$ cat src/rtl/clk_div_pkg.sv
// Shared constants and helpers for the programmable clock divider.
package clk_div_pkg;

  localparam int DIV_MIN = 2;

  // Divisors below DIV_MIN would give a zero or one-cycle period, so lift them.
  function automatic logic [31:0] div_clamp(input logic [31:0] v);
    return (v < 32'(DIV_MIN)) ? 32'(DIV_MIN) : v;
  endfunction

endpackage

$ cat src/rtl/clk_div_prog_if.sv
// Control/status bundle between a divider and the block that programs it.
interface clk_div_prog_if #(parameter int WIDTH = 16);
  logic             en;
  logic             sync_clr;
  logic [WIDTH-1:0] div_in;
  logic             div_load;
  logic             div_busy;
  logic             clk_out;
  logic             tick;

  modport master (output en, sync_clr, div_in, div_load,
                  input  div_busy, clk_out, tick);
  modport slave  (input  en, sync_clr, div_in, div_load,
                  output div_busy, clk_out, tick);
endinterface

$ cat src/rtl/clk_div_prog.sv
// Runtime-programmable divider: registered clk_out plus a one-cycle tick per period.
// Reloaded divisors wait in a shadow register until the next period boundary.
module clk_div_prog
  import clk_div_pkg::*;
#(
  parameter int WIDTH       = 16,
  parameter int DEFAULT_DIV = 4
) (
  input  logic          clk,
  input  logic          rst_n,
  clk_div_prog_if.slave bus
);

  logic [WIDTH-1:0] cnt_q, cnt_d, div_q, div_d, pend_q, pend_d;
  logic [WIDTH-1:0] cnt_n, half;
  logic             pend_v_q, pend_v_d;
  logic             clk_out_q, clk_out_d;
  logic             tick_q, tick_d;

  assign half  = div_q >> 1;
  assign cnt_n = (cnt_q == div_q - WIDTH'(1)) ? '0 : cnt_q + WIDTH'(1);

  always_comb begin
    cnt_d     = cnt_q;
    div_d     = div_q;
    pend_d    = pend_q;
    pend_v_d  = pend_v_q;
    clk_out_d = clk_out_q;
    tick_d    = 1'b0;

    if (bus.div_load) begin
      pend_d   = WIDTH'(div_clamp(32'(bus.div_in)));
      pend_v_d = 1'b1;
    end

    if (bus.sync_clr) begin
      cnt_d     = '0;
      clk_out_d = 1'b0;
      if (pend_v_q) begin
        div_d = pend_q;
        // A load on this same edge keeps the freshly written value pending.
        if (!bus.div_load) pend_v_d = 1'b0;
      end
    end else if (bus.en) begin
      cnt_d     = cnt_n;
      clk_out_d = (cnt_n < half);
      tick_d    = (cnt_n == '0);
      // The old divisor still governs this edge; the new one owns the next period.
      if (cnt_n == '0 && pend_v_q) begin
        div_d = pend_q;
        if (!bus.div_load) pend_v_d = 1'b0;
      end
    end
  end

  always_ff @(posedge clk or negedge rst_n) begin
    if (!rst_n) begin
      cnt_q     <= '0;
      div_q     <= WIDTH'(DEFAULT_DIV);
      pend_q    <= '0;
      pend_v_q  <= 1'b0;
      clk_out_q <= 1'b0;
      tick_q    <= 1'b0;
    end else begin
      cnt_q     <= cnt_d;
      div_q     <= div_d;
      pend_q    <= pend_d;
      pend_v_q  <= pend_v_d;
      clk_out_q <= clk_out_d;
      tick_q    <= tick_d;
    end
  end

  assign bus.div_busy = pend_v_q;
  assign bus.clk_out  = clk_out_q;
  assign bus.tick     = tick_q;

endmodule

$ cat src/flat_wrapper.sv
// flat-port wrapper written by rule: the top's interface ports become plain ports
module clk_div_prog_flat import clk_div_pkg::*;
#(
  parameter int WIDTH       = 16,
  parameter int DEFAULT_DIV = 4
)
  (clk, rst_n, bus_en, bus_sync_clr, bus_div_in, bus_div_load, bus_div_busy, bus_clk_out, bus_tick);
  clk_div_prog_if #(.WIDTH(WIDTH)) bus_i ();
  input  logic clk;
  input  logic rst_n;
  input wire logic [$bits(bus_i.en)-1:0] bus_en;
  input wire logic [$bits(bus_i.sync_clr)-1:0] bus_sync_clr;
  input wire logic [$bits(bus_i.div_in)-1:0] bus_div_in;
  input wire logic [$bits(bus_i.div_load)-1:0] bus_div_load;
  output wire logic [$bits(bus_i.div_busy)-1:0] bus_div_busy;
  output wire logic [$bits(bus_i.clk_out)-1:0] bus_clk_out;
  output wire logic [$bits(bus_i.tick)-1:0] bus_tick;
  assign bus_i.en = bus_en;
  assign bus_i.sync_clr = bus_sync_clr;
  assign bus_i.div_in = bus_div_in;
  assign bus_i.div_load = bus_div_load;
  assign bus_div_busy = bus_i.div_busy;
  assign bus_clk_out = bus_i.clk_out;
  assign bus_tick = bus_i.tick;
  clk_div_prog #(.WIDTH(WIDTH), .DEFAULT_DIV(DEFAULT_DIV)) u_core (.clk(clk), .rst_n(rst_n), .bus(bus_i));
endmodule
$ cat config.mk
export PLATFORM = sky130hd
export DESIGN_NAME = clk_div_prog_flat
export DESIGN_NICKNAME = d
export VERILOG_FILES = /design/src/rtl/clk_div_pkg.sv /design/src/rtl/clk_div_prog_if.sv /design/src/rtl/clk_div_prog.sv /design/src/flat_wrapper.sv
export SDC_FILE = /design/constraint.sdc
export NUM_CORES = 1
export LEC_CHECK = 0
export CAP_MARGIN = 20
export CELL_PAD_IN_SITES_DETAIL_PLACEMENT = 0
export CELL_PAD_IN_SITES_GLOBAL_PLACEMENT = 1
export CORE_ASPECT_RATIO = 1.5
export CORE_MARGIN = 1.5
export CORE_UTILIZATION = 52
export CTS_BUF_LIST = sky130_fd_sc_hd__clkbuf_8
export CTS_CLUSTER_SIZE = 12
export DETAILED_ROUTE_END_ITERATION = 8
export PLACE_DENSITY = 0.94
export SLEW_MARGIN = 25
export SYNTH_ARGS = -nofsm -noshare
export SYNTH_HDL_FRONTEND = slang
export SYNTH_SLANG_ARGS = --single-unit
$ cat constraint.sdc
create_clock -name clk -period 7.2 [get_ports clk]
set_input_delay 1.44 -clock clk [delete_from_list [all_inputs] [get_ports clk]]
set_output_delay 1.44 -clock clk [all_outputs]
set_load 0.05 [all_outputs]
# Word-level counts from Yosys, hierarchy flattened
# Index checks and enable logic that the tools add are counted.
# classes
addsub,2
mul,0
div_mod_pow,0
n_lt_le_gt_ge,2
eq_ne,2
shift,0
n_mux,18
bitwise_logic,0
n_reduce_logical,5
# ops
cell,n
16-bit two-way mux,8
16-bit by 1-bit adder with 16-bit output (second input constant),1
16-bit equality test,1
16-bit logical NOT,1
16-bit by 15-bit less-than comparator with 1-bit output,1
16-bit by 2-bit less-than comparator with 1-bit output (second input constant),1
16-bit by 1-bit subtractor with 16-bit output (second input constant),1
1-bit two-way mux,10
2-bit nonzero test,2
3-bit AND reduction,1
2-bit by 1-bit inequality test with 1-bit output (second input constant),1
1-bit logical AND,1
# word_totals
register_bits,51
latch_bits,0
mem_bits_rw,0
rom_bits,0
memories,0

# Logic depth before layout (Yosys ltp)
# Gate-level depths: netlist (run 1).
# depth
ltp_word,8
depth_mapped,18
mapped_depth_nobuf,16

# Worst setup path after synthesis (run 1)
# Ideal clock, no wire load.
# synth_path
path_type,reg2reg
startpoint,reg u_core.div_q[0]
endpoint,reg u_core.clk_out_q (netlist: u_core.bus.clk_out)
setup_ns,0.120
t_arrival_ns,3.298
required_time_ns,7.080
slack_ns,3.782
path_stages_with_launch,18
n_path_buf,2
period_less_slack_ns,3.418
path_cell_list,dfrtp_1 > inv_1 > ha_1 > xor2_1 > o211ai_1 > nor4_1 > nand4_1 > nor3_1 > o2111a_1 > buf_6 > buf_2 > nor2_1 > ha_1 > a21o_1 > a21oi_1 > a211oi_1 > a32oi_1 > o211a_1
# synth_between
elab_chain_cells,6
# synth_rtl
item,line_no,source
from (decl),clk_div_prog.sv:14,"logic [WIDTH-1:0] cnt_q, cnt_d, div_q, div_d, pend_q, pend_d;"
from (signal assigned),clk_div_prog.sv:59,div_q <= WIDTH'(DEFAULT_DIV);
from (signal assigned),clk_div_prog.sv:66,div_q <= div_d;
16-bit by 1-bit subtractor with 16-bit output,clk_div_prog.sv:21,assign cnt_n = (cnt_q == div_q - WIDTH'(1)) ? '0 : cnt_q + WIDTH'(1);
16-bit equality test,clk_div_prog.sv:21,
16-bit two-way mux,clk_div_prog.sv:21,
16-bit by 15-bit less-than comparator with 1-bit output,clk_div_prog.sv:46,clk_out_d = (cnt_n < half);
1-bit two-way mux,clk_div_prog.sv:44,end else if (bus.en) begin
1-bit two-way mux,clk_div_prog.sv:36,if (bus.sync_clr) begin
to (signal assigned),clk_div_prog.sv:69,clk_out_q <= clk_out_d;
to (decl),clk_div_prog.sv:17,"logic clk_out_q, clk_out_d;"
# Every way passes these cells. The select of a mux whose other input is x is not followed.
# A chain may end at the register's enable or synchronous reset.

# Worst setup path in the final report (run 1)
# Ends and elaborated chain as after synthesis.

==> results.json, run 1 <==
{
  "crit_required_ps": 7460,
  "overflow": 0,
  "fmax_mhz": 241.1,
  "grt_pass1_wl_um": 17800,
  "cp_max_fo": 21,
  "status": "finished clean",
  "reg2regPathDepth": 16,
  "ys.flop_type": "dfrtp_1",
  "ys_ff_latch": 51,
  "finalNetCount": 494,
  "ios": 24,
  "ant_nets": 0,
  "grt_pass1_vias": 3610,
  "cts_setup_buffers": 0,
  "slew_violations": 0,
  "grt_util_all_layers": 0.2706,
  "p_int_mw": 0.4877,
  "place.gp.congestion": 0.8717,
  "seqCellArea_mm2": 0.001277,
  "power_switching_mw": 0.2901,
  "clk_pin_slew_worst_paths_ps": 100,
  "dp_hpwl_um": 7517,
  "die_h_um": 112.1,
  "synthMostInstantiatedCell": "dfrtp_1",
  "clk_path_buf_depth": 2,
  "root_buffer": "clkbuf_8",
  "tns_ps": 0,
  "core_mm2": 0.007661,
  "vias": 3563,
  "r2r_end": "u_core.bus.clk_out",
  "hold_class": "flop to flop",
  "power.total_mw": 0.7778,
  "muxShareOfSynthArea": 0.04791,
  "syn_nets": 505,
  "clockPowerShare": 0.224,
  "ctsResizeCount": 0,
  "relSlewSlack": 0.4068,
  "cts_buffers": 5,
  "power_frac_seq": 0.486,
  "post_drt_wl_per_cell_um": 18.31,
  "p_leak_nw": 1.806,
  "yosys.area_share.simple": 0.2541,
  "htreeDepth": 2,
  "drc_errors": 0,
  "grt_max_degree": 52,
  "syn_avg_cell_area_um2": 8.817,
  "hold_slack_ps": 549.3,
  "finalCriticalPeriod_ps": 4147,
  "swShare": 0.3730,
  "holdPathStages": 1,
  "async_reset_ff_frac": 1.000,
  "synth-compound-area-share": 0.2013,
  "crit_type": "flop to flop",
  "fin_ws_ps": 3053,
  "finalSetupViolCount": 0,
  "antenna_found_initial": 0,
  "ys_top_cells_by_count": "dfrtp_1 (50), nand3_1 (44), nand2_1 (31)",
  "critPathBufInv": 1,
  "endpoint_kind": "flop",
  "hold_violations": 0,
  "synth_cell_type_count": 69,
  "dr.pass1.iters": 4,
  "cp_num_cells": 16,
  "die-area_mm2": 0.008490,
  "drt_iter0_markers": 231,
  "crit_slowest_cell": "o2111a_1",
  "num_antenna_cells": 0,
  "rows": 39,
  "synth_area_mm2": 0.004126,
  "peakVddDrop_mv": 0.1549,
  "crit_family": "compound AO/OA/AOI/OAI gates",
  "clk_latency_ps": 320,
  "synth_edf_count": 0,
  "ctsHoldBuffers": 0,
  "dpl_worst_slack_ps": 3089,
  "fin_util": 0.5739,
  "yosysSeqAreaShare": 0.3096,
  "start_util": 0.5386,
  "finalClockSkew_ps": 9.521,
  "io_buffer_count": 23,
  "rsz0062_at_grt": "no",
  "die_x_um": 75.74,
  "maxCapViolations": 0,
  "fill_cells": 691,
  "worst_slew_pin_slew_ps": 889.8,
  "hold_start": "u_core.pend_q[4]",
  "final_layout_size_suffix_gt1_frac": 0.1201,
  "via_per_inst": 6.363,
  "post-synth-top-area-cell": "dfrtp_1",
  "synth_top_family_by_area": "simple AND/OR/NAND/NOR gates",
  "p_per_area_mw_per_mm2": 176.9,
  "r2r_slack_ps": 3050,
  "crit_chain": "inv_1 -> ha_1 -> xor2_1 -> o211ai_1 -> nor4_1 -> nand4_1 -> nor3_1 -> o2111a_1 -> nor2_1 -> ha_1 -> a21o_1 -> a21o_1 -> a21oi_1 -> a211oi_1 -> a32oi_1 -> o211a_1",
  "synthToLayoutAreaGrowth_pct": 6.549,
  "hold_end": "u_core.pend_q[4]",
  "synth-xor-area-share": 0.06822,
  "max_stage_delay_ps": 670,
  "ys_warn_count": 0,
  "cts_tree": "done",
  "fin_crit_sh": 0.5760,
  "combPwrFrac": 0.290,
  "drt_wl_total_um": 10250,
  "synthTopCellsByArea": "dfrtp_1 (30%), nand3_1 (5.3%), ha_1 (4.9%)",
  "rr_startpoint": "u_core.div_q[0]",
  "yosysTopAreaCellShare": 0.3032,
  "worstPathArrival_ps": 4400,
  "multiInputGateArea_mm2": 0.002565,
  "synthAdderAreaFrac": 0.04851,
  "synth_cells": 468,
  "startpoint_type": "flop",
  "cts.sinks": 51
}
-- worst register-to-register path, stage by stage, from the launching register on --
cell and delay [ps]:
dfrtp_1 520, inv_1 100, ha_1 310, xor2_1 150, o211ai_1 110, nor4_1 270
nand4_1 250, nor3_1 230, o2111a_1 670, nor2_1 130, ha_1 320, a21o_1 180
a21o_1 160, a21oi_1 190, a211oi_1 120, a32oi_1 210, o211a_1 150
-- worst max path at each step --
stage	start	endpoint	slack [ps]
2_1_floorplan	u_core.div_q[0]	u_core.bus.clk_out	3780
3_3_place_gp	u_core.div_q[1]	u_core.bus.clk_out	3160
3_5_place_dp	u_core.div_q[0]	u_core.bus.clk_out	3090
4_1_cts	u_core.div_q[0]	u_core.bus.clk_out	3050
5_1_grt	u_core.div_q[0]	u_core.bus.clk_out	2660
6_report	u_core.div_q[0]	u_core.bus.clk_out	3050
-- flip-flops by register name (all words and copies together) (netlist names) --
| register | count |
|---|---|
| u_core.div_q | 16 |
| u_core.bus.tick | 1 |
| u_core.pend_q | 16 |
| u_core.bus.div_busy | 1 |
| u_core.bus.clk_out | 1 |
| u_core.cnt_q | 16 |
-- per-stage QoR --
stage                     area, um^2  std cells
after CTS                       4397        560
after global placement          4305        552
final                           4397        560
after detailed placement        4308        552
after floorplan                 4126        468
after global routing            4397        560
-- layout make-up --
cell class,instances,share of cell area
inverters,20,0.01707
clock buffers,5,0.01565
well taps,102,0.02903
clock inverters,3,0.004553
multi-input cells,351,0.5834
flip-flops and latches,51,0.2906
repair buffers,28,0.05976
-- cells in the final DEF, fill, tap and decap left out, drive strengths merged, types with 7 or more instances in the layout --
master	count
clkdlybuf4s50	22
o21ai	13
a221oi	16
nand3	44
xor2	13
a21oi	17
nor2	23
dfrtp	50
a21o	9
mux2	14
nand2	32
inv	20
nor4	8
nor3	30
ha	16
o211ai	18
nand4	7
xnor2	17
-- kinds of logic (layout without fill, tap and decap cells) --
| family | count (synthesis) | count (layout) |
|---|---|---|
| simple gates | 183 | 183 |
| flops | 51 | 51 |
| buf+inv | 66 | 56 |
| xor+xnor | 30 | 30 |
| mux | 18 | 18 |
| fa+ha+maj | 16 | 16 |
| compound gates | 104 | 104 |
-- power by group through the flow --
stage / sequential [mW] / combinational (mW) / clock (mW)
after global routing: 0.385 / 0.252 / 0.188
after global placement: 0.379 / 0.218 / 0
after CTS: 0.377 / 0.227 / 0.178
final: 0.378 / 0.225 / 0.174
after floorplan: 0.353 / 0.190 / 0
after detailed placement: 0.383 / 0.225 / 0
-- layer usage --
| metal | vias to the layer above | wire length [um] | global-route usage |
|---|---|---|---|
| li1 | 1709 | - | - |
| met1 | 1744 | 4076 | 0.3301 |
| met2 | 87 | 5421 | 0.4620 |
| met3 | 23 | 415 | 0.03411 |
| met4 | 0 | 338 | 0.1214 |
| met5 | - | 0 | 0 |
No activity file was read; power rests on OpenSTA's default activity.
==> run 2: changes to the inputs <==
--- a/config.mk
+++ b/config.mk
@@ -10,11 +10,11 @@
 export CELL_PAD_IN_SITES_GLOBAL_PLACEMENT = 1
 export CORE_ASPECT_RATIO = 1.5
 export CORE_MARGIN = 1.5
-export CORE_UTILIZATION = 52
+export CORE_UTILIZATION = 48
 export CTS_BUF_LIST = sky130_fd_sc_hd__clkbuf_8
 export CTS_CLUSTER_SIZE = 12
 export DETAILED_ROUTE_END_ITERATION = 8
-export PLACE_DENSITY = 0.94
+export PLACE_DENSITY = 0.88
 export SLEW_MARGIN = 25
 export SYNTH_ARGS = -nofsm -noshare
 export SYNTH_HDL_FRONTEND = slang
==> constraint.sdc (replaced) <==
create_clock -name clk -period 4.3 [get_ports clk]
set_input_delay 0.86 -clock clk [delete_from_list [all_inputs] [get_ports clk]]
set_output_delay 0.86 -clock clk [all_outputs]
set_load 0.05 [all_outputs]
==> run 2 against run 1 <==
Effect of this change:
- cell area up 1.7%
- critical endpoint unchanged
- global-route usage down 1.6 points
- critical path depth up 1
- fmax up 6.2%
==> results.json, run 2 (synthesis results as in run 1) <==
{
  "clk_latency_ps": 320,
  "crit_type": "flop to flop",
  "core_mm2": 0.008362,
  "endpoint_kind": "flop",
  "r2r_slack_ps": 390,
  "clk_pin_slew_worst_paths_ps": 100,
  "dr.pass1.iters": 6,
  "hold_class": "input port to asynchronous set/reset pin",
  "layout_commonest_cell": "dfrtp_1",
  "fmax_mhz": 256.0,
  "start_util": 0.4935,
  "status": "finished clean",
  "ctsResizeCount": 0,
  "finalCriticalPeriod_ps": 3906,
  "die_x_um": 78.71,
  "grt_pass1_wl_um": 18200,
  "grt_util_all_layers": 0.2543,
  "max_stage_delay_ps": 500,
  "io_buffer_count": 23,
  "htreeDepth": 2,
  "place.gp.congestion": 0.9223,
  "rsz0062_at_grt": "no",
  "fin_crit_sh": 0.9084,
  "fin_area_mm2": 0.004469,
  "overflow": 0,
  "routed.top_layer": "met4",
  "crit_required_ps": 4570,
  "reg.largest.list": "u_core.cnt_q: 16 flops, u_core.div_q: 16 flops, u_core.pend_q: 16 flops",
  "ctsHoldBuffers": 0,
  "post_drt_wl_per_cell_um": 18.96,
  "fill_cells": 792,
  "via_per_inst": 6.472,
  "drt_iter0_markers": 245,
  "critPathBufInv": 2,
  "fin_util": 0.5345,
  "wl_met2_um": 5765,
  "drt_wl_total_um": 10770,
  "cp_max_fo": 9,
  "peakVddDrop_mv": 0.2493,
  "p_leak_nw": 1.845,
  "tns_ps": 0,
  "hold_violations": 0,
  "ant_nets": 0,
  "grt_max_degree": 36,
  "rows": 41,
  "final_layout_size_suffix_gt1_frac": 0.1258,
  "num_antenna_cells": 0,
  "crit_family": "compound AO/OA/AOI/OAI gates",
  "startpoint_type": "flop",
  "cts_buffers": 5,
  "die_h_um": 116.6,
  "worstPathArrival_ps": 4170,
  "dp_hpwl_um": 8074,
  "crit_slowest_cell": "dfrtp_1",
  "p_per_area_mw_per_mm2": 316.6,
  "mostFrequentLayoutCells": "dfrtp_1 (50), nand3_1 (44), nand2_1 (31)",
  "crit_chain": "inv_1 -> ha_1 -> xor2_1 -> o211ai_1 -> nor4_1 -> nand4_1 -> nor3_1 -> o2111a_1 -> buf_4 -> nor2_1 -> ha_1 -> a21o_1 -> a21o_1 -> a21oi_1 -> a211oi_1 -> a32oi_1 -> o211a_1",
  "wl_met1_um": 4338,
  "placed_cell_area_mm2": 0.004337,
  "antenna_found_initial": 0,
  "relSlewSlack": 0.3209,
  "cts_setup_buffers": 0,
  "cts_tree": "done",
  "cts.sinks": 51,
  "vias": 3676,
  "synthToLayoutAreaGrowth_pct": 8.308,
  "grt_pass1_vias": 3645,
  "maxCapViolations": 0,
  "root_buffer": "clkbuf_8",
  "slew_violations": 0,
  "die-area_mm2": 0.009173,
  "worst_slew_pin_slew_ps": 1019,
  "finalClockSkew_ps": 6.428,
  "drc_errors": 0,
  "ios": 24,
  "finalSetupViolCount": 0,
  "finalNetCount": 497,
  "met3WireLength_um": 357,
  "clk_path_buf_depth": 2
}
## run 2: changes by cell type in the layout (fill, tap and decap cells not counted), sizes merged
cell      previous run  this run
buf                  6         9
bufinv               0         2
clkinvlp             1         0
inv                 20        19
## run 2: path summary, 6_finish.rpt
path                       cells after the start              from            endpoint
min in group clk                               1  u_core.pend_q[8]    u_core.pend_q[8]
setup reg to reg                              17   u_core.div_q[0]  u_core.bus.clk_out
hold / removal                                 1             rst_n     u_core.cnt_q[4]
setup / recovery                              17   u_core.div_q[0]  u_core.bus.clk_out
hold reg to reg                                1  u_core.pend_q[8]    u_core.pend_q[8]
max in group asynchronous                      2             rst_n    u_core.div_q[11]
## run 2: stage by stage
step                power [mW]  setup WS [ps]  std cells  hold slack, ps
floorplan               0.9107          881.6        468           493.8
global placement         1.005          587.4        560           518.7
detailed placement       1.019          441.6        560           525.5
CTS                      1.425          425.5        568           498.8
global route             1.495          77.74        568           516.4
finish                   1.415          393.9        568           482.4
## run 2: power breakdown
group          leakage, nW  internal [mW]  switching (mW)
logic                 1.15          0.168           0.212
clock network       0.0695          0.230           0.173
registers            0.626          0.533          0.0994
total                 1.85          0.931           0.484
## run 2: metal layers
| layer | up-vias | GRT usage |
|---|---|---|
| met5 | - | 0 |
| met2 | 116 | 0.4684 |
| met4 | 0 | 0.1107 |
| met1 | 1819 | 0.2941 |
| li1 | 1715 | - |
| met3 | 26 | 0.02969 |
## run 2: area by class of cell
class / count / area, um^2 / area share
Inverter: 20 / 75.07 / 0.01680
Multi-Input combinational cell: 351 / 2565 / 0.5739
Sequential cell: 51 / 1277 / 0.2858
Tap cell: 107 / 133.9 / 0.02996
Timing Repair Buffer: 31 / 285.3 / 0.06383
Clock buffer: 5 / 68.82 / 0.01540
Clock inverter: 3 / 63.81 / 0.01428
